$ cat src/rtl/csb_arb_pkg.sv
// Shared types, widths and the round-robin pick helper for the CSB arbiter.
package csb_arb_pkg;

    localparam int unsigned CSB_ADDR_W = 16;
    localparam int unsigned CSB_DATA_W = 32;

    // rr_pick works on a fixed 8-wide vector; callers zero-extend to this width.
    localparam int unsigned RR_MAX   = 8;
    localparam int unsigned RR_IDX_W = 3;

    typedef struct packed {
        logic [CSB_ADDR_W-1:0] addr;
        logic [CSB_DATA_W-1:0] wdat;
        logic                  write;
        logic                  nposted;
    } csb_req_t;

    typedef enum logic {
        StIdle,
        StIssue
    } arb_state_e;

    typedef struct packed {
        logic                found;
        logic [RR_IDX_W-1:0] idx;
    } rr_pick_t;

    // First set bit of valid[n-1:0] at or after ptr, wrapping modulo n.
    function automatic rr_pick_t rr_pick(input logic [RR_MAX-1:0]   valid,
                                         input logic [RR_IDX_W-1:0] ptr,
                                         input int unsigned         n);
        rr_pick_t            res;
        int unsigned         j;
        logic [RR_IDX_W-1:0] jj;
        res = '0;
        for (int unsigned k = 0; k < RR_MAX; k++) begin
            j = 32'(ptr) + k;
            if (j >= n) begin
                j = j - n;
            end
            jj = j[RR_IDX_W-1:0];
            if ((k < n) && !res.found && valid[jj]) begin
                res.found = 1'b1;
                res.idx   = jj;
            end
        end
        return res;
    endfunction

endpackage

$ cat src/rtl/csb_arb_id_fifo.sv
// In-order FIFO of requester indices for outstanding CSB transactions.
module csb_arb_id_fifo
    import csb_arb_pkg::*;
#(
    parameter int unsigned DEPTH = 4,
    parameter int unsigned WIDTH = 1
) (
    input  logic             clk,
    input  logic             rst_n,
    input  logic             push_i,
    input  logic [WIDTH-1:0] push_id_i,
    input  logic             pop_i,
    output logic             full_o,
    output logic             empty_o,
    output logic [WIDTH-1:0] head_o
);

    localparam int unsigned PTR_W = (DEPTH > 1) ? $clog2(DEPTH) : 1;
    localparam int unsigned CNT_W = $clog2(DEPTH + 1);
    localparam logic [PTR_W-1:0] LAST_PTR = PTR_W'(DEPTH - 1);

    logic [WIDTH-1:0] r_mem [DEPTH];
    logic [PTR_W-1:0] r_wr_ptr;
    logic [PTR_W-1:0] r_rd_ptr;
    logic [CNT_W-1:0] r_count;

    logic w_push;
    logic w_pop;

    assign full_o  = (r_count == CNT_W'(DEPTH));
    assign empty_o = (r_count == '0);
    assign head_o  = r_mem[r_rd_ptr];

    // A push into a full FIFO is only legal together with a pop, which frees the head slot.
    assign w_pop  = pop_i && !empty_o;
    assign w_push = push_i && (!full_o || w_pop);

    // Storage and pointer/count update.
    always_ff @(posedge clk or negedge rst_n) begin
        if (!rst_n) begin
            for (int unsigned i = 0; i < DEPTH; i++) begin
                r_mem[i] <= '0;
            end
            r_wr_ptr <= '0;
            r_rd_ptr <= '0;
            r_count  <= '0;
        end else begin
            if (w_push) begin
                r_mem[r_wr_ptr] <= push_id_i;
                r_wr_ptr        <= (r_wr_ptr == LAST_PTR) ? '0 : r_wr_ptr + 1'b1;
            end
            if (w_pop) begin
                r_rd_ptr <= (r_rd_ptr == LAST_PTR) ? '0 : r_rd_ptr + 1'b1;
            end
            if (w_push && !w_pop) begin
                r_count <= r_count + 1'b1;
            end else if (w_pop && !w_push) begin
                r_count <= r_count - 1'b1;
            end
        end
    end

endmodule

$ cat src/rtl/csb_arbiter.sv
// Round-robin arbiter sharing one NVDLA CSB master port between NREQ requesters,
// with in-order routing of read data and write completions back to their issuers.
module csb_arbiter
    import csb_arb_pkg::*;
#(
    parameter int unsigned NREQ   = 2,
    parameter int unsigned MAX_RD = 4,
    parameter int unsigned MAX_WR = 4
) (
    input  logic                       clk,
    input  logic                       rst_n,
    input  logic [NREQ-1:0]            req_valid_i,
    output logic [NREQ-1:0]            req_ready_o,
    input  logic [NREQ*CSB_ADDR_W-1:0] req_addr_i,
    input  logic [NREQ*CSB_DATA_W-1:0] req_wdat_i,
    input  logic [NREQ-1:0]            req_write_i,
    input  logic [NREQ-1:0]            req_nposted_i,
    output logic [NREQ-1:0]            rsp_r_valid_o,
    output logic [NREQ-1:0]            rsp_wr_complete_o,
    output logic [CSB_DATA_W-1:0]      rsp_r_data_o,
    output logic                       csb_valid_o,
    output logic [CSB_ADDR_W-1:0]      csb_addr_o,
    output logic [CSB_DATA_W-1:0]      csb_wdat_o,
    output logic                       csb_write_o,
    output logic                       csb_nposted_o,
    input  logic                       csb_ready_i,
    input  logic                       csb_r_valid_i,
    input  logic [CSB_DATA_W-1:0]      csb_r_data_i,
    input  logic                       csb_wr_complete_i,
    output logic                       err_o
);

    localparam int unsigned IDX_W = (NREQ > 1) ? $clog2(NREQ) : 1;

    arb_state_e       r_state;
    csb_req_t         r_req;
    logic [IDX_W-1:0] r_rr_ptr;
    logic             r_err;

    logic             w_rd_full;
    logic             w_rd_empty;
    logic [IDX_W-1:0] w_rd_head;
    logic             w_wr_full;
    logic             w_wr_empty;
    logic [IDX_W-1:0] w_wr_head;
    logic             w_rd_pop;
    logic             w_wr_pop;
    logic             w_rd_push;
    logic             w_wr_push;

    logic [NREQ-1:0]     w_elig;
    logic [RR_MAX-1:0]   w_elig_ext;
    logic [RR_IDX_W-1:0] w_ptr_ext;
    rr_pick_t            w_pick;
    logic                w_can_grant;
    logic                w_grant;
    logic [IDX_W-1:0]    w_win;
    csb_req_t            w_req_win;

    // Responses only pop when an ID is actually outstanding; strays are flagged instead.
    assign w_rd_pop = csb_r_valid_i && !w_rd_empty;
    assign w_wr_pop = csb_wr_complete_i && !w_wr_empty;

    // Eligibility: a popping response frees a slot for a same-cycle push.
    always_comb begin
        w_elig = '0;
        for (int unsigned i = 0; i < NREQ; i++) begin
            if (!req_write_i[i]) begin
                w_elig[i] = req_valid_i[i] && (!w_rd_full || w_rd_pop);
            end else if (req_nposted_i[i]) begin
                w_elig[i] = req_valid_i[i] && (!w_wr_full || w_wr_pop);
            end else begin
                w_elig[i] = req_valid_i[i];
            end
        end
    end

    // Round-robin selection of the winning requester.
    always_comb begin
        w_elig_ext              = '0;
        w_elig_ext[NREQ-1:0]    = w_elig;
        w_ptr_ext               = '0;
        w_ptr_ext[IDX_W-1:0]    = r_rr_ptr;
        w_pick                  = rr_pick(w_elig_ext, w_ptr_ext, NREQ);
        w_win                   = IDX_W'(w_pick.idx);
    end

    // A new grant may start from idle, or back-to-back as the current transfer is accepted.
    assign w_can_grant = (r_state == StIdle) || csb_ready_i;
    assign w_grant     = w_can_grant && w_pick.found;

    // Mux out the winning requester's request fields.
    always_comb begin
        w_req_win = '0;
        for (int unsigned i = 0; i < NREQ; i++) begin
            if (w_win == IDX_W'(i)) begin
                w_req_win.addr    = req_addr_i[i*CSB_ADDR_W +: CSB_ADDR_W];
                w_req_win.wdat    = req_wdat_i[i*CSB_DATA_W +: CSB_DATA_W];
                w_req_win.write   = req_write_i[i];
                w_req_win.nposted = req_nposted_i[i];
            end
        end
    end

    // One-hot upstream handshake for the winner in the grant cycle.
    always_comb begin
        req_ready_o = '0;
        for (int unsigned i = 0; i < NREQ; i++) begin
            req_ready_o[i] = w_grant && (w_win == IDX_W'(i));
        end
    end

    // Posted writes expect no completion, so they are not tracked.
    assign w_rd_push = w_grant && !w_req_win.write;
    assign w_wr_push = w_grant && w_req_win.write && w_req_win.nposted;

    csb_arb_id_fifo #(
        .DEPTH (MAX_RD),
        .WIDTH (IDX_W)
    ) u_rd_fifo (
        .clk       (clk),
        .rst_n     (rst_n),
        .push_i    (w_rd_push),
        .push_id_i (w_win),
        .pop_i     (w_rd_pop),
        .full_o    (w_rd_full),
        .empty_o   (w_rd_empty),
        .head_o    (w_rd_head)
    );

    csb_arb_id_fifo #(
        .DEPTH (MAX_WR),
        .WIDTH (IDX_W)
    ) u_wr_fifo (
        .clk       (clk),
        .rst_n     (rst_n),
        .push_i    (w_wr_push),
        .push_id_i (w_win),
        .pop_i     (w_wr_pop),
        .full_o    (w_wr_full),
        .empty_o   (w_wr_empty),
        .head_o    (w_wr_head)
    );

    // Route responses to the requester at the head of the matching FIFO.
    always_comb begin
        rsp_r_valid_o     = '0;
        rsp_wr_complete_o = '0;
        for (int unsigned i = 0; i < NREQ; i++) begin
            rsp_r_valid_o[i]     = w_rd_pop && (w_rd_head == IDX_W'(i));
            rsp_wr_complete_o[i] = w_wr_pop && (w_wr_head == IDX_W'(i));
        end
    end

    assign rsp_r_data_o = csb_r_data_i;

    // Issue FSM: latches the granted request and holds it until NVDLA accepts.
    always_ff @(posedge clk or negedge rst_n) begin
        if (!rst_n) begin
            r_state  <= StIdle;
            r_req    <= '0;
            r_rr_ptr <= '0;
        end else if (w_can_grant) begin
            if (w_pick.found) begin
                r_state  <= StIssue;
                r_req    <= w_req_win;
                r_rr_ptr <= (w_win == IDX_W'(NREQ - 1)) ? '0 : w_win + 1'b1;
            end else begin
                r_state <= StIdle;
            end
        end
    end

    // Sticky flag for responses that arrive with nothing outstanding.
    always_ff @(posedge clk or negedge rst_n) begin
        if (!rst_n) begin
            r_err <= 1'b0;
        end else if ((csb_r_valid_i && w_rd_empty) || (csb_wr_complete_i && w_wr_empty)) begin
            r_err <= 1'b1;
        end
    end

    assign csb_valid_o   = (r_state == StIssue);
    assign csb_addr_o    = r_req.addr;
    assign csb_wdat_o    = r_req.wdat;
    assign csb_write_o   = r_req.write;
    assign csb_nposted_o = r_req.nposted;
    assign err_o         = r_err;

endmodule

$ cat config.mk
export PLATFORM = sky130hd
export DESIGN_NAME = csb_arbiter
export DESIGN_NICKNAME = d
export VERILOG_FILES = /design/src/rtl/csb_arb_pkg.sv /design/src/rtl/csb_arb_id_fifo.sv /design/src/rtl/csb_arbiter.sv
export SDC_FILE = /design/constraint.sdc
export NUM_CORES = 1
export LEC_CHECK = 0
export CAP_MARGIN = 30
export CORE_AREA = 2 2 103 105
export CTS_CLUSTER_SIZE = 40
export DETAILED_ROUTE_END_ITERATION = 8
export DIE_AREA = 0 0 105 107
export PLACE_DENSITY = 0.86
export SLEW_MARGIN = 20
export SYNTH_ARGS = -nofsm -noshare
export SYNTH_HDL_FRONTEND = slang
export SYNTH_HIERARCHICAL = 1
export SYNTH_SLANG_ARGS = --single-unit
$ cat constraint.sdc
create_clock -name clk -period 8.6 [get_ports clk]
set_input_delay 1.72 -clock clk [delete_from_list [all_inputs] [get_ports clk]]
set_output_delay 1.72 -clock clk [all_outputs]
set_load 0.03 [all_outputs]
==> results of run 1 <==
## power by group through the flow
stage	Combinational, mW	Sequential (mW)	Clock (mW)
final	0.865	0.595	0.237
after global routing	0.924	0.616	0.264
after CTS	0.872	0.597	0.246
after detailed placement	0.869	0.604	0
after global placement	0.837	0.591	0
after floorplan	0.408	0.753	0
## worst register-to-register path, stage by stage (launching register included)
cell	delay (ns)
dfrtp_1	0.47
nor3_1	0.48
nor2b_4	0.15
o31ai_4	0.33
nor3_1	0.08
or3b_2	0.50
o31ai_1	0.46
nor2b_2	0.31
ha_1	0.21
inv_1	0.07
fa_1	0.37
xor2_1	0.15
nor2_1	0.11
xor2_1	0.17
## cell usage in the layout, fill, tap and decap left out, types with 4 or more instances in the layout
master,netlist,final
clkbuf_8,0,10
ha_1,12,12
clkinv_2,0,4
inv_1,12,12
nor2_1,16,16
nand2_1,9,9
mux2_2,70,70
dfrtp_1,75,75
clkdlybuf4s50_1,0,163
mux2_1,44,44
xor2_1,4,4
## through the flow
step           total power, mW  worst slack (ns)  area [µm²]
6_report                  1.70              3.05        5990
5_1_grt                   1.80              2.99        5990
4_1_cts                   1.72              3.05        5960
3_5_place_dp              1.47              3.05        5790
3_3_place_gp              1.43              3.08        5790
2_1_floorplan             1.16              3.97        4280
## routing by layer
| layer | GRT usage, % | part of all wire [%] | wire length (µm) | vias up |
|---|---|---|---|---|
| li1 | - | - | - | 1399 |
| met1 | 20.5 | 37 | 4000 | 1466 |
| met2 | 37.0 | 55 | 6030 | 118 |
| met3 | 6.93 | 7.4 | 801 | 6 |
| met4 | 6.00 | 0.59 | 64 | 0 |
| met5 | 0 | 0 | 0 | - |
## final timing paths
kind                                       from              endpoint  slack (ns)  cells past startpoint
hold reg to reg              u_rd_fifo/r_mem[0]    u_rd_fifo/r_mem[0]        0.49                      1
hold / removal               u_rd_fifo/r_mem[0]    u_rd_fifo/r_mem[0]        0.49                      1
min in group asynchronous                 rst_n        csb_addr_o[15]        1.25                      1
setup / recovery                  csb_r_valid_i        req_ready_o[0]        3.05                      6
setup reg to reg           u_rd_fifo/r_count[0]  u_wr_fifo/r_count[2]        4.66                     13
max in group asynchronous                 rst_n        csb_wdat_o[20]        6.79                      2
## sequential cells by signal, indices dropped and copies added, names as in the netlist
name                cells
csb_wdat_o             32
csb_write_o             1
u_rd_fifo/r_mem         4
u_wr_fifo/r_count       3
u_wr_fifo/r_rd_ptr      2
u_wr_fifo/r_wr_ptr      2
u_rd_fifo/r_wr_ptr      2
u_rd_fifo/r_count       3
csb_valid_o             1
csb_nposted_o           1
r_rr_ptr                1
u_wr_fifo/r_mem         4
err_o                   1
u_rd_fifo/r_rd_ptr      2
csb_addr_o             16
## cell type report
type | count | area share [%]
sequential | 75 | 31.3
inverter | 12 | 0.752
clock inverter | 5 | 0.480
clock buffer | 11 | 2.36
timing repair buffer | 167 | 28.1
multi-input combinational | 203 | 34.2
tap | 136 | 2.84
## cells by family after synthesis
logic type               synth area share [%]
AO/OA/AOI/OAI                            3.27
XOR/XNOR                                 1.23
adder cells (fa/ha/maj)                  4.44
buffers and inverters                    8.56
flip-flops                               43.8
multiplexers                             31.0
AND/OR/NAND/NOR                          7.65
==> metrics.txt, run 1 <==
result of the run finished, final reports clean; cell area power density 283 mW/mm²; vertical extent of the die 107 µm; unrepaired setup endpoints after global routing false; Remaining Overflow, GRT 0; ratio of routed vias to standard cells 4.91; Clock Path Buffers 2; # fillers 836; fmax 180 MHz; Slew @ Worst Pin 0.681 ns; fraction of final layout cells sized beyond drive strength 1 a little over a fifth; delay of the slowest cell on the worst path 0.72 ns; vias after detailed routing 2,989; category of the critical setup timing path in -> out; Fin. Hold Viols 0; utilization after layout about three fifths; post-cts sizing count 0; most used cell along the critical path clkdlybuf4s50_1; Final setup viols 0; flop and latch count out of synthesis 75; count of nets after finishing ~620; ranking of synthesized cells by area dfrtp_1 44%, mux2_2 18%, mux2_1 12%; switching power as a share of total power 39.0%; row count 37; # placed instances 592; tightest slew margin relative to the limit roughly 55%; highest-delay cell along the critical path clkdlybuf4s50_1; Post-Synthesis Net Count 485; multi-input gate area in the final layout 0.00205 mm²; power share of the clock group 14.0%; Worst Skew 0.0136 ns; path type of the worst min-delay path reg -> reg; DR pass1 iterations 4; pins over their slew limit 0; number of antenna violations at the first check in global routing 0; IO Pins 229; number of antenna repair diodes 0; number of setup buffers added after CTS 0; max capacitance violation total 0; category of the worst setup path capture point output pin; starting utilization of the core area between 40 and 50%; All-Layer GR Usage between 10% and 20%; number of port buffers 164; Total Neg Setup Slack 0 ns; CTS sink cnt between 70 and 80; share of Yosys cell area claimed by the top area cell type 43.8%; crit path DAT between 3 and 4 ns; critical path cell sequence clkdlybuf4s50_1 -> nor2b_4 -> o31ai_4 -> or3_1 -> nor2b_1 -> clkdlybuf4s50_1; die area approximately 0.011 mm²; Mapped Area 0.00428 mm²; Flop pwr share around a third; largest net degree at the start of global routing 76; Routed Wire Length 10.9 mm; leading register cell type out of synthesis dfrtp_1; first-pass GRT wire length 17.1 mm; area growth from synthesis to final layout 39.9%; share of power burned in combinational logic 51.0%; floorplan die width 105 µm; post-synthesis area per instance around 13 µm²; sequential area share after synthesis 43.8%; count of distinct cell types in the synthesized netlist ~40; TritonCTS clock tree yes; proportion of register bits with asynchronous set or reset after synthesis 100%; most numerous cell in the Yosys netlist dfrtp_1; Sw Pwr 0.662 mW; Mapped Cells 332; maximum fanout along the worst path 6; Synth top cells by count 75 x dfrtp_1, 70 x mux2_2, 44 x mux2_1; hold_buf cts 0; Fin Hold WS slightly below 0.5 ns; cell class contributing the biggest share of worst-path delay buffers and inverters; cell chosen for the clock root clkbuf_8; clock-pin slew reported for the worst setup and hold paths after clock tree synthesis 0.08 ns; area taken by flip-flops and latches 0.00188 mm²; largest area contributor in the netlist dfrtp_1; iteration-0 DRC count of the detailed router 140; total of warnings raised by yosys 6; final clock period utilization by the worst path 64.5%; standby leakage power 2.46 nW; Final ANT Viol Nets 0; TritonCTS buffer count 9; H-tree lvl count 3; Internal Power between 1 and 1.5 mW; total core area 0.0101 mm²; nature of the critical path startpoint primary input; IR drop worst, VDD 0.159 mV; clk_lat worst skew 0.34 ns; worst path bufs/invs 2; final critical-path required period 5.55 ns; number of global-route vias before repair between 3,000 and 4,000; number of enable flip-flop cells after synthesis 0; Remaining DRCs 0; GP Congestion 0.884; routed length per instance 17.9 µm; half-perimeter wire length of the detailed placement result ~8.5 mm; non-filler instance count after layout between 600 and 700; worst endpoint required time 6.88 ns
Power figures use the tool's default switching activity.
==> inputs of run 2 (changes only) <==
--- a/config.mk
+++ b/config.mk
@@ -6,11 +6,11 @@
 export NUM_CORES = 1
 export LEC_CHECK = 0
 export CAP_MARGIN = 30
-export CORE_AREA = 2 2 103 105
+export CORE_AREA = 2 2 113 115
 export CTS_CLUSTER_SIZE = 40
 export DETAILED_ROUTE_END_ITERATION = 8
-export DIE_AREA = 0 0 105 107
-export PLACE_DENSITY = 0.86
+export DIE_AREA = 0 0 115 117
+export PLACE_DENSITY = 0.76
 export SLEW_MARGIN = 20
 export SYNTH_ARGS = -nofsm -noshare
 export SYNTH_HDL_FRONTEND = slang
==> constraint.sdc (replaced) <==
create_clock -name clk -period 4.9 [get_ports clk]
set_input_delay 0.98 -clock clk [delete_from_list [all_inputs] [get_ports clk]]
set_output_delay 0.98 -clock clk [all_outputs]
set_load 0.03 [all_outputs]
==> metrics.txt, run 2 (synthesis gave the netlist of run 1 again) <==
GP Congestion 0.750; tightest slew margin relative to the limit 57.7%; source of the worst register-to-register timing path u_rd_fifo/r_count[0]; iteration-0 DRC count of the detailed router 69; area taken by flip-flops and latches 0.00188 mm²; hold wc startpoint u_wr_fifo/r_mem[0]; IO Pins 229; starting utilization of the core area 34.8%; ratio of routed vias to standard cells between 4 and 5; worst endpoint required time 5.15 ns; cell chosen for the clock root clkbuf_16; path type of the worst min-delay path reg -> reg; maximum fanout along the worst path 6; Remaining DRCs 0; category of the worst setup path capture point register; multi-input gate area in the final layout between 0.002 and 0.0025 mm²; Endpoint, Worst Hold u_wr_fifo/r_mem[0]; cell area power density 525 mW/mm²; Worst Skew 0.00651 ns; number of port buffers 164; number of setup buffers added after CTS 0; standby leakage power 2.53 nW; switching power as a share of total power 36.0%; Total Neg Setup Slack 0 ns; IR drop worst, VDD 0.225 mV; # fillers 1,103; TritonCTS clock tree yes; number of cells on the worst hold path 1; Final ANT Viol Nets 0; Fin. Hold Viols 0; H-tree lvl count 3; placement-stage worst setup slack ~0.40 ns; final clock period utilization by the worst path a little under nine tenths; fmax 240 MHz; crit path DAT 4.42 ns; area growth from synthesis to final layout 43.5%; clk_lat worst skew around 0.32 ns; first-pass GRT wire length between 10 and 15 mm; Routed Wire Length between 9 and 10 mm; number of antenna repair diodes 0; share of power burned in combinational logic 46.7%; routed length per instance between 15 and 20 µm; Final setup viols 0; cell count of the worst reg-to-reg path 13; slack of the worst reg-to-reg path 1.04 ns; count of nets after finishing between 600 and 700; vertical extent of the die between 100 and 150 µm; Flop pwr share 32.2%; max capacitance violation total 0; Sw Pwr 1.16 mW; die area approximately 0.013 mm²; post-cts sizing count 0; CTS sink cnt 75; nature of the critical path startpoint primary input; total core area ~0.012 mm²; fraction of final layout cells sized beyond drive strength 1 21.9%; most frequent standard cell in the layout excluding fill and tap cells clkdlybuf4s50_1; worst-case setup margin in the final layout 0.730 ns; hold_buf cts 0; category of the critical setup timing path in -> reg; floorplan die width between 100 and 150 µm; largest net degree at the start of global routing 76; All-Layer GR Usage 14.2%; clock-pin slew reported for the worst setup and hold paths after clock tree synthesis roughly 0.06 ns; pins over their slew limit 0; final critical-path required period 4.17 ns; vias after detailed routing ~3,000; unrepaired setup endpoints after global routing false; result of the run finished, final reports clean; Slew @ Worst Pin 0.635 ns; row count 41; power share of the clock group 21.1%; number of antenna violations at the first check in global routing 0; Internal Power 2.06 mW; Clock Path Buffers 2; TritonCTS buffer count 9; DR pass1 iterations 4; Remaining Overflow, GRT 0; total chip power 3.22 mW; flip-flop count of the largest register, all copies and words added 32; half-perimeter wire length of the detailed placement result ~8 mm; r2r endpoint u_wr_fifo/r_count[2]; number of global-route vias before repair 3,068; commonest cells after routing, fill and taps aside 163 x clkdlybuf4s50_1, 75 x dfrtp_1, 70 x mux2_2
-- run 2: worst max path at each step --
stage	cells past startpoint	end	from	slack, ns
floorplan	12	u_wr_fifo/r_count[2]	csb_r_valid_i	1.22
CTS	6	req_ready_o[0]	csb_r_valid_i	0.74
finish	13	u_wr_fifo/r_count[2]	csb_r_valid_i	0.73
global placement	13	u_wr_fifo/r_count[2]	csb_r_valid_i	0.52
detailed placement	13	u_wr_fifo/r_count[2]	csb_r_valid_i	0.40
global route	13	u_wr_fifo/r_count[2]	csb_r_valid_i	0.46
-- run 2: critical path: stages --
cell             delay [ns]
clkdlybuf4s50_1        0.49
nor2b_4                0.27
o31a_2                 0.21
nand2_1                0.15
or3b_2                 0.52
o31ai_1                0.44
nor2b_2                0.30
ha_1                   0.21
inv_1                  0.06
fa_1                   0.37
xor2_1                 0.15
nor2_1                 0.12
xor2_1                 0.15
-- run 2: per-stage QoR --
step                      instance area (µm²)  utilization (%)  hold slack, ns  std cells
final                                    6150             49.9           0.482        624
after global routing                     6150             49.9           0.510        624
after detailed placement                 5820             47.3           0.468        607
after CTS                                6130             49.8           0.484        623
after global placement                   5820             47.3           0.462        607
after floorplan                          4280                -           0.452        332
-- run 2: layout make-up --
type	instances	area share, %
flip-flops and latches	75	30.5
clock inverters	6	1.30
multi-input cells	203	33.3
clock buffers	10	3.72
repair buffers	168	27.4
inverters	12	0.733
well taps	150	3.05
-- run 2: routing by layer --
layer	vias to the layer above	GRT usage, %	wire length, µm
li1	1418	-	-
met1	1449	16.0	3910
met2	132	26.0	5040
met3	7	4.58	794
met4	0	3.29	80
met5	-	0.741	0
-- run 2: power by group through the flow --
stage	clock network (mW)	logic, mW	registers (mW)
after floorplan	0	0.717	1.32
after global placement	0	1.49	1.04
after detailed placement	0	1.53	1.05
after CTS	0.704	1.53	1.04
after global routing	0.734	1.61	1.08
final	0.682	1.51	1.04
==> inputs of run 3 (changes only) <==
--- a/config.mk
+++ b/config.mk
@@ -6,11 +6,11 @@
 export NUM_CORES = 1
 export LEC_CHECK = 0
 export CAP_MARGIN = 30
-export CORE_AREA = 2 2 113 115
+export CORE_AREA = 2 2 107 109
 export CTS_CLUSTER_SIZE = 40
 export DETAILED_ROUTE_END_ITERATION = 8
-export DIE_AREA = 0 0 115 117
-export PLACE_DENSITY = 0.76
+export DIE_AREA = 0 0 109 111
+export PLACE_DENSITY = 0.8
 export SLEW_MARGIN = 20
 export SYNTH_ARGS = -nofsm -noshare
 export SYNTH_HDL_FRONTEND = slang
==> constraint.sdc (replaced) <==
create_clock -name clk -period 4.4 [get_ports clk]
set_input_delay 0.88 -clock clk [delete_from_list [all_inputs] [get_ports clk]]
set_output_delay 0.88 -clock clk [all_outputs]
set_load 0.03 [all_outputs]
==> metrics.txt, run 3 (synthesis gave the netlist of run 1 again) <==
result of the run finished, final reports clean; IR drop worst, VDD 0.289 mV; number of port buffers 164; number of setup buffers added after CTS 0; commonest cells after routing, fill and taps aside 163 x clkdlybuf4s50_1, 75 x dfrtp_1, 70 x mux2_2; H-tree lvl count 3; GP Congestion 0.730; Remaining DRCs 0; category of the worst setup path capture point output pin; hold_buf cts 0; clk_lat worst skew 0.33 ns; vias after detailed routing 3,038; max capacitance violation total 0; half-perimeter wire length of the detailed placement result between 7 and 8 mm; cell chosen for the clock root clkbuf_16; starting utilization of the core area 38.7%; most used cell along the critical path clkdlybuf4s50_1; clock-pin slew reported for the worst setup and hold paths after clock tree synthesis around 0.060 ns; Final setup viols 0; critical path cell sequence clkdlybuf4s50_1 -> nor2b_4 -> o31ai_4 -> or3_1 -> nor2b_1 -> clkdlybuf4s50_1; highest-delay cell along the critical path clkdlybuf4s50_1; first-pass GRT wire length 15.7 mm; post-cts sizing count 0; iteration-0 DRC count of the detailed router 58; ratio of routed vias to standard cells 4.92; placement-stage worst setup slack 0.191 ns; fraction of final layout cells sized beyond drive strength 1 21.9%; cell area power density around 570 mW/mm²; Total Neg Setup Slack 0 ns; All-Layer GR Usage 16.9%; crit path DAT 3.06 ns; non-filler instance count after layout 617; die area 0.0121 mm²; cell class contributing the biggest share of worst-path delay buffers and inverters; nature of the critical path startpoint primary input; final critical-path required period just under 4 ns; CTS sink cnt 75; Fin. Hold Viols 0; most frequent standard cell in the layout excluding fill and tap cells clkdlybuf4s50_1; number of antenna repair diodes 0; standby leakage power 2.50 nW; delay of the slowest cell on the worst path between 0.7 and 0.8 ns; pins over their slew limit 0; maximum fanout along the worst path 6; routed length per instance 16.2 µm; final clock period utilization by the worst path about nine tenths; TritonCTS buffer count 9; Worst Skew 0.00612 ns; unrepaired setup endpoints after global routing false; path type of the worst min-delay path reg -> reg; floorplan die width roughly 110 µm; number of global-route vias before repair roughly 3,200; number of antenna violations at the first check in global routing 0; DR pass1 iterations 4; area growth from synthesis to final layout 42.4%; vertical extent of the die 111 µm; Clock Path Buffers 2; flip-flop count of the largest register, all copies and words added 32; Slew @ Worst Pin between 0.6 and 0.7 ns; total core area 0.0111 mm²; Remaining Overflow, GRT 0; row count 39; IO Pins 229; count of nets after finishing 622; category of the critical setup timing path in -> out; tightest slew margin relative to the limit 56.8%; worst-case setup margin in the final layout 0.460 ns; fmax 254 MHz; # placed instances 600; Final ANT Viol Nets 0; worst path bufs/invs 2; TritonCTS clock tree yes; Routed Wire Length 9.99 mm; worst endpoint required time around 3.5 ns; largest net degree at the start of global routing 76
[run 3: changes by cell type in the layout (fill, tap and decap cells not counted)]
| cell | before | now |
|---|---|---|
| clkinv_4 | 0 | 2 |
| clkinv_2 | 4 | 2 |
| clkinvlp_4 | 0 | 2 |
| bufinv_16 | 2 | 0 |
[run 3: path summary, 6_finish.rpt]
kind	startpoint	to	slack (ns)	cells past startpoint
worst max-delay path	csb_r_valid_i	req_ready_o[0]	0.46	6
worst min register to register	u_rd_fifo/r_mem[3]	u_rd_fifo/r_mem[3]	0.49	1
min in group asynchronous	rst_n	u_rd_fifo/r_count[2]	0.50	1
max in group asynchronous	rst_n	csb_wdat_o[16]	3.34	2
worst min-delay path	u_rd_fifo/r_mem[3]	u_rd_fifo/r_mem[3]	0.49	1
worst max register to register	u_rd_fifo/r_count[0]	u_wr_fifo/r_count[2]	0.72	13
[run 3: area by class of cell]
cell class | instances | area, µm²
clock buffer | 10 | 229
clock inverter | 6 | 42.5
fill | 954 | 4980
inverter | 12 | 45.0
multi-input combinational | 203 | 2050
sequential | 75 | 1880
tap | 143 | 179
timing repair buffer | 168 | 1680
[run 3: power by group]
part	internal [mW]	switching [mW]	total, mW	leakage (nW)
combinational	0.842	0.836	1.68	1.49
clock	0.381	0.281	0.663	0.128
sequential	0.961	0.198	1.16	0.881
total	2.18	1.31	3.50	2.50
[run 3: metal layers]
| metal | GRT usage (%) | vias to the layer above | share of wire (%) |
|---|---|---|---|
| met3 | 3.70 | 13 | 8.5 |
| met1 | 18.1 | 1480 | 37 |
| met4 | 5.90 | 0 | 1.8 |
| li1 | - | 1412 | - |
| met2 | 31.6 | 133 | 53 |
| met5 | 0 | - | 0 |
[run 3: stage by stage]
stage / utilization [%] / instance area (µm²) / total power, mW / hold slack (ns)
floorplan: - / 4280 / 2.27 / 0.452
global placement: 52.4 / 5810 / 2.81 / 0.463
detailed placement: 52.4 / 5810 / 2.87 / 0.466
CTS: 54.9 / 6080 / 3.56 / 0.488
global route: 55.1 / 6100 / 3.73 / 0.515
finish: 55.1 / 6100 / 3.50 / 0.486
